## config.mk

```make
export PLATFORM = sky130hd
export DESIGN_NAME = lcd_timing_pattern_gen_flat
export DESIGN_NICKNAME = d
export VERILOG_FILES = /design/src/rtl/lcd_pkg.sv /design/src/rtl/lcd_timing_pattern_gen_if.sv /design/src/rtl/lcd_sync_counter.sv /design/src/rtl/lcd_timing_pattern_gen.sv /design/src/flat_wrapper.sv
export SDC_FILE = /design/constraint.sdc
export NUM_CORES = 1
export LEC_CHECK = 0
export ABC_AREA = 1
export BUFFER_PORTS_ARGS = -buffer_cell sky130_fd_sc_hd__buf_4
export CORE_ASPECT_RATIO = 1.25
export CORE_MARGIN = 2
export CORE_UTILIZATION = 59
export DETAILED_ROUTE_END_ITERATION = 8
export GPL_TIMING_DRIVEN = 0
export PLACE_DENSITY = 0.87
export SYNTH_ARGS = -nofsm -noshare
export SYNTH_HDL_FRONTEND = slang
export SYNTH_SLANG_ARGS = --single-unit
```

## constraint.sdc

```tcl
create_clock -name PixelClk -period 4 [get_ports PixelClk]
set_input_delay 1 -clock PixelClk [delete_from_list [all_inputs] [get_ports PixelClk]]
set_output_delay 1 -clock PixelClk [all_outputs]
set_load 0.1 [all_outputs]
```

## src/rtl/lcd_pkg.sv

```systemverilog
// Shared encodings, bar colours and default 800x480 timing for the LCD
// timing / test-pattern generator.
package lcd_pkg;

    typedef enum logic [1:0] {
        PAT_BAR   = 2'd0,
        PAT_RAMP  = 2'd1,
        PAT_GRID  = 2'd2,
        PAT_SOLID = 2'd3
    } pattern_e;

    localparam logic [15:0] RGB_WHITE   = 16'hFFFF;
    localparam logic [15:0] RGB_YELLOW  = 16'hFFE0;
    localparam logic [15:0] RGB_CYAN    = 16'h07FF;
    localparam logic [15:0] RGB_GREEN   = 16'h07E0;
    localparam logic [15:0] RGB_MAGENTA = 16'hF81F;
    localparam logic [15:0] RGB_RED     = 16'hF800;
    localparam logic [15:0] RGB_BLUE    = 16'h001F;
    localparam logic [15:0] RGB_BLACK   = 16'h0000;

    localparam int DEF_H_ACTIVE = 800;
    localparam int DEF_H_SYNC   = 4;
    localparam int DEF_H_BP     = 43;
    localparam int DEF_H_FP     = 210;
    localparam int DEF_V_ACTIVE = 480;
    localparam int DEF_V_SYNC   = 5;
    localparam int DEF_V_BP     = 8;
    localparam int DEF_V_FP     = 45;

    function automatic logic [15:0] bar_colour(input logic [2:0] idx);
        logic [15:0] c;
        case (idx)
            3'd0:    c = RGB_WHITE;
            3'd1:    c = RGB_YELLOW;
            3'd2:    c = RGB_CYAN;
            3'd3:    c = RGB_GREEN;
            3'd4:    c = RGB_MAGENTA;
            3'd5:    c = RGB_RED;
            3'd6:    c = RGB_BLUE;
            default: c = RGB_BLACK;
        endcase
        return c;
    endfunction

endpackage

```

## src/rtl/lcd_timing_pattern_gen_if.sv

```systemverilog
// RGB LCD pin bundle plus the early active-region side channel for
// downstream video sources.
interface lcd_timing_pattern_gen_if #(
    parameter int CNT_W = 12
);
    logic             LCD_HSYNC;
    logic             LCD_VSYNC;
    logic             LCD_DE;
    logic [4:0]       LCD_R;
    logic [5:0]       LCD_G;
    logic [4:0]       LCD_B;
    logic             de_early;
    logic [CNT_W-1:0] x;
    logic [CNT_W-1:0] y;
    logic             frame_start;

    modport master (
        output LCD_HSYNC, LCD_VSYNC, LCD_DE, LCD_R, LCD_G, LCD_B,
        output de_early, x, y, frame_start
    );

    modport slave (
        input LCD_HSYNC, LCD_VSYNC, LCD_DE, LCD_R, LCD_G, LCD_B,
        input de_early, x, y, frame_start
    );
endinterface

```

## src/rtl/lcd_sync_counter.sv

```systemverilog
// Horizontal/vertical raster counters with stage-0 sync, active-region
// and coordinate decode.
module lcd_sync_counter #(
    parameter int H_ACTIVE = 800,
    parameter int H_SYNC   = 4,
    parameter int H_BP     = 43,
    parameter int H_FP     = 210,
    parameter int V_ACTIVE = 480,
    parameter int V_SYNC   = 5,
    parameter int V_BP     = 8,
    parameter int V_FP     = 45,
    parameter int CNT_W    = 12
) (
    input  logic             PixelClk,
    input  logic             RST,
    output logic [CNT_W-1:0] h_cnt,
    output logic [CNT_W-1:0] v_cnt,
    output logic             hs0,
    output logic             vs0,
    output logic             de_early,
    output logic [CNT_W-1:0] x,
    output logic [CNT_W-1:0] y
);
    localparam logic [CNT_W-1:0] H_LAST   = CNT_W'(H_SYNC + H_BP + H_ACTIVE + H_FP - 1);
    localparam logic [CNT_W-1:0] V_LAST   = CNT_W'(V_SYNC + V_BP + V_ACTIVE + V_FP - 1);
    localparam logic [CNT_W-1:0] H_SYNC_W = CNT_W'(H_SYNC);
    localparam logic [CNT_W-1:0] V_SYNC_W = CNT_W'(V_SYNC);
    localparam logic [CNT_W-1:0] H_ASTART = CNT_W'(H_SYNC + H_BP);
    localparam logic [CNT_W-1:0] H_AEND   = CNT_W'(H_SYNC + H_BP + H_ACTIVE);
    localparam logic [CNT_W-1:0] V_ASTART = CNT_W'(V_SYNC + V_BP);
    localparam logic [CNT_W-1:0] V_AEND   = CNT_W'(V_SYNC + V_BP + V_ACTIVE);

    logic hact;
    logic vact;

    // The line counter advances only on the pixel wrap, so both wrap together
    // at the last pixel of the last line.
    always_ff @(posedge PixelClk or posedge RST) begin
        if (RST) begin
            h_cnt <= '0;
            v_cnt <= '0;
        end else if (h_cnt == H_LAST) begin
            h_cnt <= '0;
            v_cnt <= (v_cnt == V_LAST) ? '0 : v_cnt + CNT_W'(1);
        end else begin
            h_cnt <= h_cnt + CNT_W'(1);
        end
    end

    always_comb begin
        hs0      = (h_cnt < H_SYNC_W);
        vs0      = (v_cnt < V_SYNC_W);
        hact     = (h_cnt >= H_ASTART) && (h_cnt < H_AEND);
        vact     = (v_cnt >= V_ASTART) && (v_cnt < V_AEND);
        de_early = hact && vact;
        x        = de_early ? (h_cnt - H_ASTART) : '0;
        y        = de_early ? (v_cnt - V_ASTART) : '0;
    end

endmodule

```

## src/rtl/lcd_timing_pattern_gen.sv

```systemverilog
// Parametrised RGB565 LCD timing generator with colour-bar, gray-ramp,
// grid and solid test patterns; every LCD output is one cycle behind the counters.
module lcd_timing_pattern_gen
    import lcd_pkg::*;
#(
    parameter int H_ACTIVE   = DEF_H_ACTIVE,
    parameter int H_SYNC     = DEF_H_SYNC,
    parameter int H_BP       = DEF_H_BP,
    parameter int H_FP       = DEF_H_FP,
    parameter int V_ACTIVE   = DEF_V_ACTIVE,
    parameter int V_SYNC     = DEF_V_SYNC,
    parameter int V_BP       = DEF_V_BP,
    parameter int V_FP       = DEF_V_FP,
    parameter bit HS_POL     = 1'b0,
    parameter bit VS_POL     = 1'b0,
    parameter int GRID       = 32,
    parameter int RAMP_SHIFT = 2,
    parameter int CNT_W      = 12
) (
    input  logic                       PixelClk,
    input  logic                       RST,
    input  logic [1:0]                 mode,
    input  logic [15:0]                solid_rgb,
    lcd_timing_pattern_gen_if.master   lcd
);
    localparam logic [CNT_W-1:0] BAR_LAST  = CNT_W'(H_ACTIVE / 8 - 1);
    localparam logic [CNT_W-1:0] GRID_LAST = CNT_W'(GRID - 1);
    localparam logic [CNT_W-1:0] X_LAST    = CNT_W'(H_ACTIVE - 1);
    localparam logic [CNT_W-1:0] Y_LAST    = CNT_W'(V_ACTIVE - 1);

    logic [CNT_W-1:0] h_cnt, v_cnt, x0, y0;
    logic             hs0, vs0, de0, frame0;
    pattern_e         mode_sh;
    logic [15:0]      solid_sh;
    logic [2:0]       bar_idx;
    logic [CNT_W-1:0] bar_cnt, col_mod, row_mod;
    logic [7:0]       g8;
    logic             grid_on;
    logic [15:0]      pix;

    lcd_sync_counter #(
        .H_ACTIVE(H_ACTIVE), .H_SYNC(H_SYNC), .H_BP(H_BP), .H_FP(H_FP),
        .V_ACTIVE(V_ACTIVE), .V_SYNC(V_SYNC), .V_BP(V_BP), .V_FP(V_FP),
        .CNT_W(CNT_W)
    ) u_sync (
        .PixelClk(PixelClk), .RST(RST),
        .h_cnt(h_cnt), .v_cnt(v_cnt), .hs0(hs0), .vs0(vs0),
        .de_early(de0), .x(x0), .y(y0)
    );

    assign frame0       = (h_cnt == '0) && (v_cnt == '0);
    assign lcd.de_early = de0;
    assign lcd.x        = x0;
    assign lcd.y        = y0;

    // Bar index and column phase track the current stage-0 pixel; both sit at
    // zero outside the active region so every line starts from bar 0 / column 0.
    always_ff @(posedge PixelClk or posedge RST) begin
        if (RST) begin
            mode_sh  <= PAT_BAR;
            solid_sh <= '0;
            bar_idx  <= '0;
            bar_cnt  <= '0;
            col_mod  <= '0;
            row_mod  <= '0;
        end else begin
            if (frame0) begin
                mode_sh  <= pattern_e'(mode);
                solid_sh <= solid_rgb;
            end
            if (!de0) begin
                bar_idx <= '0;
                bar_cnt <= '0;
                col_mod <= '0;
            end else begin
                if (bar_cnt == BAR_LAST) begin
                    bar_cnt <= '0;
                    if (bar_idx != 3'd7) bar_idx <= bar_idx + 3'd1;
                end else begin
                    bar_cnt <= bar_cnt + CNT_W'(1);
                end
                col_mod <= (col_mod == GRID_LAST) ? '0 : col_mod + CNT_W'(1);
            end
            if (frame0)
                row_mod <= '0;
            else if (de0 && (x0 == X_LAST))
                row_mod <= (row_mod == GRID_LAST) ? '0 : row_mod + CNT_W'(1);
        end
    end

    always_comb begin
        g8      = 8'(x0 >> RAMP_SHIFT);
        grid_on = (col_mod == '0) || (row_mod == '0) || (x0 == X_LAST) || (y0 == Y_LAST);
        case (mode_sh)
            PAT_BAR:  pix = bar_colour(bar_idx);
            PAT_RAMP: pix = {g8[7:3], g8[7:2], g8[7:3]};
            PAT_GRID: pix = grid_on ? RGB_WHITE : RGB_BLACK;
            default:  pix = solid_sh;
        endcase
    end

    // Stage-1 pin registers; RGB is blanked here so it can never leak outside DE.
    always_ff @(posedge PixelClk or posedge RST) begin
        if (RST) begin
            lcd.LCD_HSYNC   <= ~HS_POL;
            lcd.LCD_VSYNC   <= ~VS_POL;
            lcd.LCD_DE      <= 1'b0;
            lcd.LCD_R       <= '0;
            lcd.LCD_G       <= '0;
            lcd.LCD_B       <= '0;
            lcd.frame_start <= 1'b0;
        end else begin
            lcd.LCD_HSYNC   <= hs0 ? HS_POL : ~HS_POL;
            lcd.LCD_VSYNC   <= vs0 ? VS_POL : ~VS_POL;
            lcd.LCD_DE      <= de0;
            {lcd.LCD_R, lcd.LCD_G, lcd.LCD_B} <= de0 ? pix : 16'h0000;
            lcd.frame_start <= frame0;
        end
    end

endmodule

```

## src/flat_wrapper.sv

```systemverilog
// flat-port wrapper written by rule: the top's interface ports become plain ports
module lcd_timing_pattern_gen_flat import lcd_pkg::*;
#(
    parameter int H_ACTIVE   = DEF_H_ACTIVE,
    parameter int H_SYNC     = DEF_H_SYNC,
    parameter int H_BP       = DEF_H_BP,
    parameter int H_FP       = DEF_H_FP,
    parameter int V_ACTIVE   = DEF_V_ACTIVE,
    parameter int V_SYNC     = DEF_V_SYNC,
    parameter int V_BP       = DEF_V_BP,
    parameter int V_FP       = DEF_V_FP,
    parameter bit HS_POL     = 1'b0,
    parameter bit VS_POL     = 1'b0,
    parameter int GRID       = 32,
    parameter int RAMP_SHIFT = 2,
    parameter int CNT_W      = 12
)
  (PixelClk, RST, mode, solid_rgb, lcd_LCD_HSYNC, lcd_LCD_VSYNC, lcd_LCD_DE, lcd_LCD_R, lcd_LCD_G, lcd_LCD_B, lcd_de_early, lcd_x, lcd_y, lcd_frame_start);
  lcd_timing_pattern_gen_if #(.CNT_W(CNT_W)) lcd_i ();
  input  logic PixelClk;
  input  logic RST;
  input  logic [1:0] mode;
  input  logic [15:0] solid_rgb;
  output wire logic [$bits(lcd_i.LCD_HSYNC)-1:0] lcd_LCD_HSYNC;
  output wire logic [$bits(lcd_i.LCD_VSYNC)-1:0] lcd_LCD_VSYNC;
  output wire logic [$bits(lcd_i.LCD_DE)-1:0] lcd_LCD_DE;
  output wire logic [$bits(lcd_i.LCD_R)-1:0] lcd_LCD_R;
  output wire logic [$bits(lcd_i.LCD_G)-1:0] lcd_LCD_G;
  output wire logic [$bits(lcd_i.LCD_B)-1:0] lcd_LCD_B;
  output wire logic [$bits(lcd_i.de_early)-1:0] lcd_de_early;
  output wire logic [$bits(lcd_i.x)-1:0] lcd_x;
  output wire logic [$bits(lcd_i.y)-1:0] lcd_y;
  output wire logic [$bits(lcd_i.frame_start)-1:0] lcd_frame_start;
  assign lcd_LCD_HSYNC = lcd_i.LCD_HSYNC;
  assign lcd_LCD_VSYNC = lcd_i.LCD_VSYNC;
  assign lcd_LCD_DE = lcd_i.LCD_DE;
  assign lcd_LCD_R = lcd_i.LCD_R;
  assign lcd_LCD_G = lcd_i.LCD_G;
  assign lcd_LCD_B = lcd_i.LCD_B;
  assign lcd_de_early = lcd_i.de_early;
  assign lcd_x = lcd_i.x;
  assign lcd_y = lcd_i.y;
  assign lcd_frame_start = lcd_i.frame_start;
  lcd_timing_pattern_gen #(.H_ACTIVE(H_ACTIVE), .H_SYNC(H_SYNC), .H_BP(H_BP), .H_FP(H_FP), .V_ACTIVE(V_ACTIVE), .V_SYNC(V_SYNC), .V_BP(V_BP), .V_FP(V_FP), .HS_POL(HS_POL), .VS_POL(VS_POL), .GRID(GRID), .RAMP_SHIFT(RAMP_SHIFT), .CNT_W(CNT_W)) u_core (.PixelClk(PixelClk), .RST(RST), .mode(mode), .solid_rgb(solid_rgb), .lcd(lcd_i));
endmodule
```

==> results of run 1 <==
-- layout make-up --
class	instances	area (um^2)	share of cell area [%]
tap	126	158	2.30
clock inverter	4	77.6	1.13
buffer	17	108	1.57
multi-input combinational	536	2740	40.0
sequential	101	2530	36.9
inverter	123	464	6.78
timing repair buffer	64	508	7.42
clock buffer	12	267	3.89
-- worst min-delay path by stage --
stage	from	cells past startpoint	slack, ps	endpoint
2_1_floorplan	u_core.col_mod[0]	1	430	u_core.col_mod[0]
3_3_place_gp	u_core.col_mod[0]	1	440	u_core.col_mod[0]
3_5_place_dp	u_core.col_mod[0]	1	460	u_core.col_mod[0]
4_1_cts	u_core.bar_cnt[0]	1	470	u_core.bar_cnt[0]
5_1_grt	u_core.bar_cnt[0]	1	500	u_core.bar_cnt[0]
6_report	u_core.bar_cnt[0]	1	470	u_core.bar_cnt[0]
-- cells by family after synthesis --
logic type / after synthesis
simple gates: 422
xor+xnor: 24
buf+inv: 141
flops: 101
fa+ha+maj: 17
other cells: 1
compound gates: 72
-- layer usage --
layer	part of all wire [%]	GRT usage [%]	up-vias	routed length, um
met3	5.7	3.74	46	799
met1	39	32.5	2496	5450
li1	-	-	2609	-
met5	0	0	-	0
met4	4.3	15.4	0	600
met2	51	48.6	180	7100
-- power by group through the flow --
stage,Combinational (mW),Clock [mW],Sequential [mW]
CTS,0.0779,0.999,1.03
global placement,0.0722,0,1.05
global route,0.0873,1.04,1.03
floorplan,0.0467,0,1.05
finish,0.0770,0.988,1.03
detailed placement,0.0774,0,1.05
-- sequential cells by signal, indices dropped and copies added (netlist names) --
| name | cells |
|---|---|
| u_core.solid_sh | 16 |
| u_core.bar_cnt | 12 |
| u_core.col_mod | 12 |
| u_core.row_mod | 12 |
| u_core.u_sync.h_cnt | 12 |
| u_core.u_sync.v_cnt | 12 |
| u_core.lcd.LCD_G | 6 |
| u_core.lcd.LCD_B | 5 |
| u_core.lcd.LCD_R | 5 |
| u_core.bar_idx | 3 |
| u_core.mode_sh | 2 |
| u_core.lcd.LCD_DE | 1 |
| u_core.lcd.LCD_HSYNC | 1 |
| u_core.lcd.LCD_VSYNC | 1 |
| u_core.lcd.frame_start | 1 |
-- through the flow --
step	instances	setup slack (ps)	area, um^2	utilization, %	setup TNS (ps)
2_1_floorplan	778	-1.21	5840	-	-12.1
3_3_place_gp	967	-773	6470	67.3	-75810
3_5_place_dp	968	285	6500	67.6	0
4_1_cts	983	1.32	6840	71.2	0
5_1_grt	983	10.3	6850	71.3	0
6_report	983	266	6850	71.3	0
-- critical path: cells and delay by family, from the launching register on --
| family | cells | cell delay [ps] |
|---|---|---|
| AOI/OAI and AO/OA | 1 | 60 |
| DFF | 1 | 480 |
| buffers and inverters | 4 | 840 |
| adders and majority gates | 1 | 260 |
| and+or+nand+nor | 6 | 710 |
-- synthesized netlist by cell type (2+ instances only) --
| library cell | number |
|---|---|
| nor2_1 | 128 |
| nor2_4 | 4 |
| nor3b_1 | 3 |
| nor2_2 | 3 |
| o21ai_1 | 3 |
| buf_1 | 4 |
| nand2_2 | 4 |
| a31oi_1 | 4 |
| buf_2 | 6 |
| ha_1 | 17 |
| nor4_1 | 5 |
| xnor2_1 | 2 |
| dfstp_2 | 2 |
| a21oi_1 | 24 |
| nand4_1 | 17 |
| nand3_2 | 5 |
| nand2_1 | 165 |
| inv_1 | 117 |
| o21a_1 | 3 |
| xor2_1 | 22 |
| a211oi_1 | 3 |
| buf_6 | 3 |
| o22ai_1 | 7 |
| dfrtp_1 | 99 |
| clkbuf_1 | 2 |
| nand2_4 | 2 |
| nand3_1 | 58 |
| inv_2 | 6 |
| buf_4 | 3 |
| nor3_1 | 22 |
| o21ai_0 | 24 |
-- repair_timing --
action	CTS	global route
resized for setup	0	5
hold buffers	0	0
setup endpoints to repair	10	6
==> impl_results.md, run 1 <==
* Final Hold Slack at between 400 and 500 ps
* Worst Setup SP: u_core.u_sync.v_cnt[0]
* Max_slew headroom at 59.2%
* Share of total power in sequential cells at between 40% and 50%
* CTS tree: yes
* WL final at around 14 mm
* Critical Path, Cell by Cell: inv_1, ha_1, inv_1, nand3_1, nand2_1, nand2_1, o21ai_1, nor2_1, nand2_2, buf_2, nor2_1, buf_4
* Clock Root Buffer: clkbuf_16
* Clock Latency Late Sink at ~350 ps
* Final setup fails at 0
* Core Footprint at ~9600 um^2
* DR pass1 iterations at 5
* Post-Synth Adder-Cell Area at under 10%
* Synth Cell Area at a little under 6000 um^2
* Critical path's largest stage delay at 480 ps
* Clk pin slew, worst setup/hold paths at around 70 ps
* Antenna cells at 0
* Most common cell after layout, fill and taps aside: nand2_1
* Worst vdd rail ir drop at a little over 200 uV
* Initial Util at 60.7%
* Warnings from Yosys at 0
* Area grow syn2layout at 17.4%
* WL/cell at about 14 um
* Worst flop-to-flop path startpoint: u_core.u_sync.v_cnt[0]
* Horiz. Die Dim at roughly 93 um
* Pwr/cell area at approximately 300 nW/um^2
* CTS buffer count at 9
* Vias at roughly 5,300
* Ys async rst share at 100%
* Fill cells at roughly 740
* Clk pwr share at between 40 and 50%
* Largest net degree at the start of global routing at between 60 and 70
* Synth Area in Compound Gates at under 10%
* CTS H-tree depth at 3
* Number of DRC markers in iteration 0 at around 460
* CP startpoint kind: flip-flop
* Syn_area_per_cell at 7.50 um^2
* Global route overflow at 0
* CP required at roughly 3000 ps
* Via density per instance at roughly 5.4
* Most frequent cells in the layout: 165 x nand2_1, 128 x nor2_1, 116 x inv_1, 99 x dfrtp_1, 64 x buf_4
* Row count at 40
* Sequential area share after synthesis at 43.4%
* Layout cell share with drive strength beyond 1 at between 15 and 20%
* Total GRT Usage at approximately 28%
* Die Y at around 120 um
* Initial antenna violation count at 0
* Final hold vios at 0
* Fmax at between 0.2 and 0.3 GHz
* Mux contribution to synthesized area at 0%
* Slew @ Worst Pin at ~610 ps
* CP endpoint: lcd_x[0]
* Cell taking the most area after synthesis: dfrtp_1
* Routed Antenna Nets at 0
* Ranking of synthesized cells by area: dfrtp_1 42%, nand2_1 11%, nor2_1 8.2%
* Comb pwr share at between 3 and 4%
* Area share of the largest cell type after synthesis at between 40% and 50%
* GP Congestion at 0.970
* Net switching fraction of the power at between 20% and 30%
* Worst hold path type: flip-flop to flip-flop
* Int Pwr at about 1.7 mW
* Final Cycle Share at between 90% and 100%
* Worst Skew at 8.21 ps
* Leakage Power at about 3.7 nW
* Number of flops mapped to enable cells by yosys at 0
* Final min period at approximately 3700 ps
* First-pass GRT wire length at 23.4 mm
* # DRC at 0
* CP Max Fanout at 19
* Die area at about 11,000 um^2
* I/O Pins at 65
* HPWL after detailed placement at between 10 and 15 mm
* Post-Synth XOR/XNOR Area at around 3.6%
* Crit. End Element: primary output
* Reg-to-reg setup timing slack at 1380 ps
* Crit path arrival time at between 2000 and 3000 ps
* Simple-gate area share of the yosys netlist at 32.6%
* Number of max-cap violations at 0
* Design Power at 2.10 mW
* Post-CTS Setup Repair Bufs at 0
* Clock sinks at just over 100
* Syn Nets at 815
* Ys flop type: dfrtp_1
* Status: finished, final reports clean
* Vias in the first global route at 5,192
* P_sw at ~440 uW
* Reg-to-Reg End: u_core.lcd.LCD_G[5]
* Largest family of logic cells by synthesized area: simple AND/OR/NAND/NOR gates
* Kind of critical path: flip-flop to primary output
* Port Buffers at 63
* FF+latch count, synth at 101
* CTS Buffer Depth at 2
* RSZ-0062 raised after global routing: no
* Nets@finish at between 800 and 900
* Max Slew Vio Count at 0
* Depth of the most critical reg-to-reg path at 17
* Post-synthesis cell type count at 42
* CP max stage cell: dfrtp_1
* Cells after synthesis at around 780
No activity file was read; power rests on OpenSTA's default activity.
==> run 2, diff against run 1 <==
Settings changed: CORE_UTILIZATION 59 to 55, PLACE_DENSITY 0.87 to 0.83.
==> run 2 against run 1 <==
Against the previous run: utilization down 5.8 points; clock power fell by 6.9%; register-to-register slack worse by 130 ps; sequential share of layout area is essentially flat; die area increased by 7.0%; final cell count is 0.61% higher; total power fell by 3.3%; global-route usage decreased by 2.8 points; hold slack worse by 15 ps; flip-flop and latch count is the same; critical path depth did not move.
==> impl_results.md, run 2 (same netlist as run 1, synthesis figures left out) <==
* Status: finished, final reports clean
* Slew @ Worst Pin at 632 ps (+20.3 ps)
* Vias at 5,216 (-2.2%)
* Max Slew Vio Count at 0 (unchanged)
* Clock sinks at 101 (unchanged)
* Reg-to-Reg End: u_core.lcd.LCD_G[2]
* Worst hold path depth at 1 (unchanged)
* Pwr/cell area at 297 nW/um^2 (-3.2%)
* WL final at 13.4 mm (-3.8%)
* Most common cell after layout, fill and taps aside: nand2_1
* Hold buffer count at cts at 0 (unchanged)
* GP Congestion at 0.947 (-2.3%)
* Most frequent cells in the layout: 165 x nand2_1, 128 x nor2_1, 116 x inv_1, 99 x dfrtp_1, 62 x buf_4
* First-pass GRT wire length at 22.5 mm (-4.1%)
* Worst Skew at 14.0 ps (+5.75 ps)
* Crit path arrival time at 2790 ps (+60 ps)
* Routed Antenna Nets at 0 (unchanged)
* Row count at 42 (+5.0%)
* Top reg by flops: u_core.solid_sh
* Final setup fails at 0 (unchanged)
* HPWL after detailed placement at 9.85 mm (-4.3%)
* CTS Buffer Depth at 2 (unchanged)
* DR pass1 iterations at 5 (unchanged)
* Number of max-cap violations at 0 (unchanged)
* Reg-to-reg setup timing slack at 1250 ps (-130 ps)
* Clock Root Buffer: clkbuf_16
* CP Max Fanout at 10 (-9)
* Fill cells at 902 (+22%)
* Final min period at 3790 ps (+57.7 ps)
* Total GRT Usage at 24.8% (-2.8 points)
* I/O Pins at 65 (unchanged)
* Kind of critical path: flip-flop to primary output
* Initial Util at 55.8% (-4.9 points)
* Horiz. Die Dim at 96.1 um (+3.4%)
* Register area at 2530 um^2 (unchanged)
* Port Buffers at 63 (unchanged)
* Via density per instance at 5.27 (-2.8%)
* CP startpoint kind: flip-flop
* Largest net degree at the start of global routing at 72 (+13%)
* Max_slew headroom at 57.5% (-1.7 points)
* Die area at 11,400 um^2 (+7.0%)
* Dpl cell area at 6500 um^2 (+0.12%)
* Core Footprint at 10,500 um^2 (+8.8%)
* Depth of the most critical reg-to-reg path at 20 (+3)
* Area of the multi-input gates at 2740 um^2 (about the same)
* Final hold vios at 0 (unchanged)
* Vias in the first global route at 5,077 (-2.2%)
* Global route overflow at 0 (unchanged)
* Clk pin slew, worst setup/hold paths at 70 ps (about the same)
* Max reg flops at 16 (unchanged)
* Post-CTS Setup Repair Bufs at 0 (unchanged)
* Initial antenna violation count at 0 (unchanged)
* Worst hold path type: flip-flop to flip-flop
* Final Cycle Share at 94.8% (+1.4 points)
* Worst flop-to-flop path startpoint: u_core.u_sync.v_cnt[0]
* Post-route cell area at 6850 um^2 (about the same)
* RSZ-0062 raised after global routing: no
* Leakage Power at 3.65 nW (-0.44%)
* Clock Latency Late Sink at 360 ps (about the same)
* Hold endpoint: u_core.bar_cnt[0]
* Area grow syn2layout at 17.4% (about the same)
* CTS H-tree depth at 3 (unchanged)
* # DRC at 0 (unchanged)
* Nets@finish at 889 (unchanged)
* CP required at 3000 ps (about the same)
* CTS buffer count at 9 (unchanged)
* Final Util at 65.5% (-5.8 points)
* Layout cell share with drive strength beyond 1 at 15.2% (+0.12 points)
* CTS tree: yes
* Worst vdd rail ir drop at 183 uV (-9.4%)
* Final Hold Slack at 460 ps (-15.0 ps)
* Antenna cells at 0 (unchanged)
* WL/cell at 13.6 um (-4.4%)
* Crit. End Element: primary output
* Number of DRC markers in iteration 0 at 375 (-18%)
* Fmax at 0.264 GHz (-1.5%)
* Hold_sp: u_core.bar_cnt[0]
* Die Y at 119 um (+3.4%)
## run 2: cell count changes in the layout (fill, tap and decap cells not counted), moves of 2 or more
cell / change
inv_8: +2
clkinvlp_4: +2
buf_4: -2
buf_6: +3
buf_2: -2
clkbuf_8: -3
## run 2: worst max path at each step
stage,start,to,cells past startpoint
4_1_cts,u_core.u_sync.v_cnt[0],lcd_x[1],12
3_5_place_dp,u_core.u_sync.v_cnt[0],lcd_x[1],13
5_1_grt,u_core.u_sync.v_cnt[0],lcd_y[0],12
2_1_floorplan,u_core.u_sync.v_cnt[0],lcd_x[0],12
6_report,u_core.u_sync.v_cnt[0],lcd_y[0],12
3_3_place_gp,RST,u_core.lcd.LCD_B[1],2
## run 2: what timing repair did
action / 4_1_cts / 5_1_grt
resized for setup: 0 / 10
pin swaps: 0 / 0
setup endpoints to repair: 10 / 16
## run 2: power by group
| group | switching [mW] | internal (mW) | leakage (nW) |
|---|---|---|---|
| Sequential | 0.00476 | 1.03 | 1.35 |
| Combinational | 0.0490 | 0.0272 | 2.16 |
| Clock | 0.418 | 0.501 | 0.149 |
| Total | 0.472 | 1.56 | 3.65 |
## run 2: stage by stage
| stage | setup slack [ps] | power (mW) | cells | TNS [ps] |
|---|---|---|---|---|
| floorplan | -1.21 | 1.10 | 778 | -12.1 |
| global placement | -810 | 1.13 | 973 | -79620 |
| detailed placement | 147 | 1.13 | 974 | 0 |
| CTS | 99.3 | 2.05 | 989 | 0 |
| global route | 30.7 | 2.10 | 989 | 0 |
| finish | 209 | 2.03 | 989 | 0 |
## run 2: critical path: stages, from the launching register on
cell      delay (ps)
dfrtp_1          490
inv_1            160
ha_2             260
inv_1             70
nand3_1          120
nand2_1           70
nand2_1          100
o21ai_1           80
nor2_1           180
nand2_2          170
clkbuf_2         260
nor2_1           170
buf_4            310
## run 2: cell type report
class | instances | area share (%)
Buffer | 17 | 1.61
Clock buffer | 9 | 3.29
Clock inverter | 7 | 1.35
Inverter | 123 | 6.78
Multi-Input combinational cell | 536 | 40.0
Sequential cell | 101 | 37.0
Tap cell | 132 | 2.41
Timing Repair Buffer | 64 | 7.59
## run 2: layer usage
metal	track usage (%)	part of all wire, %
met5	0	0
met4	9.29	2.4
met3	4.11	4.4
met2	42.4	52
met1	31.1	41
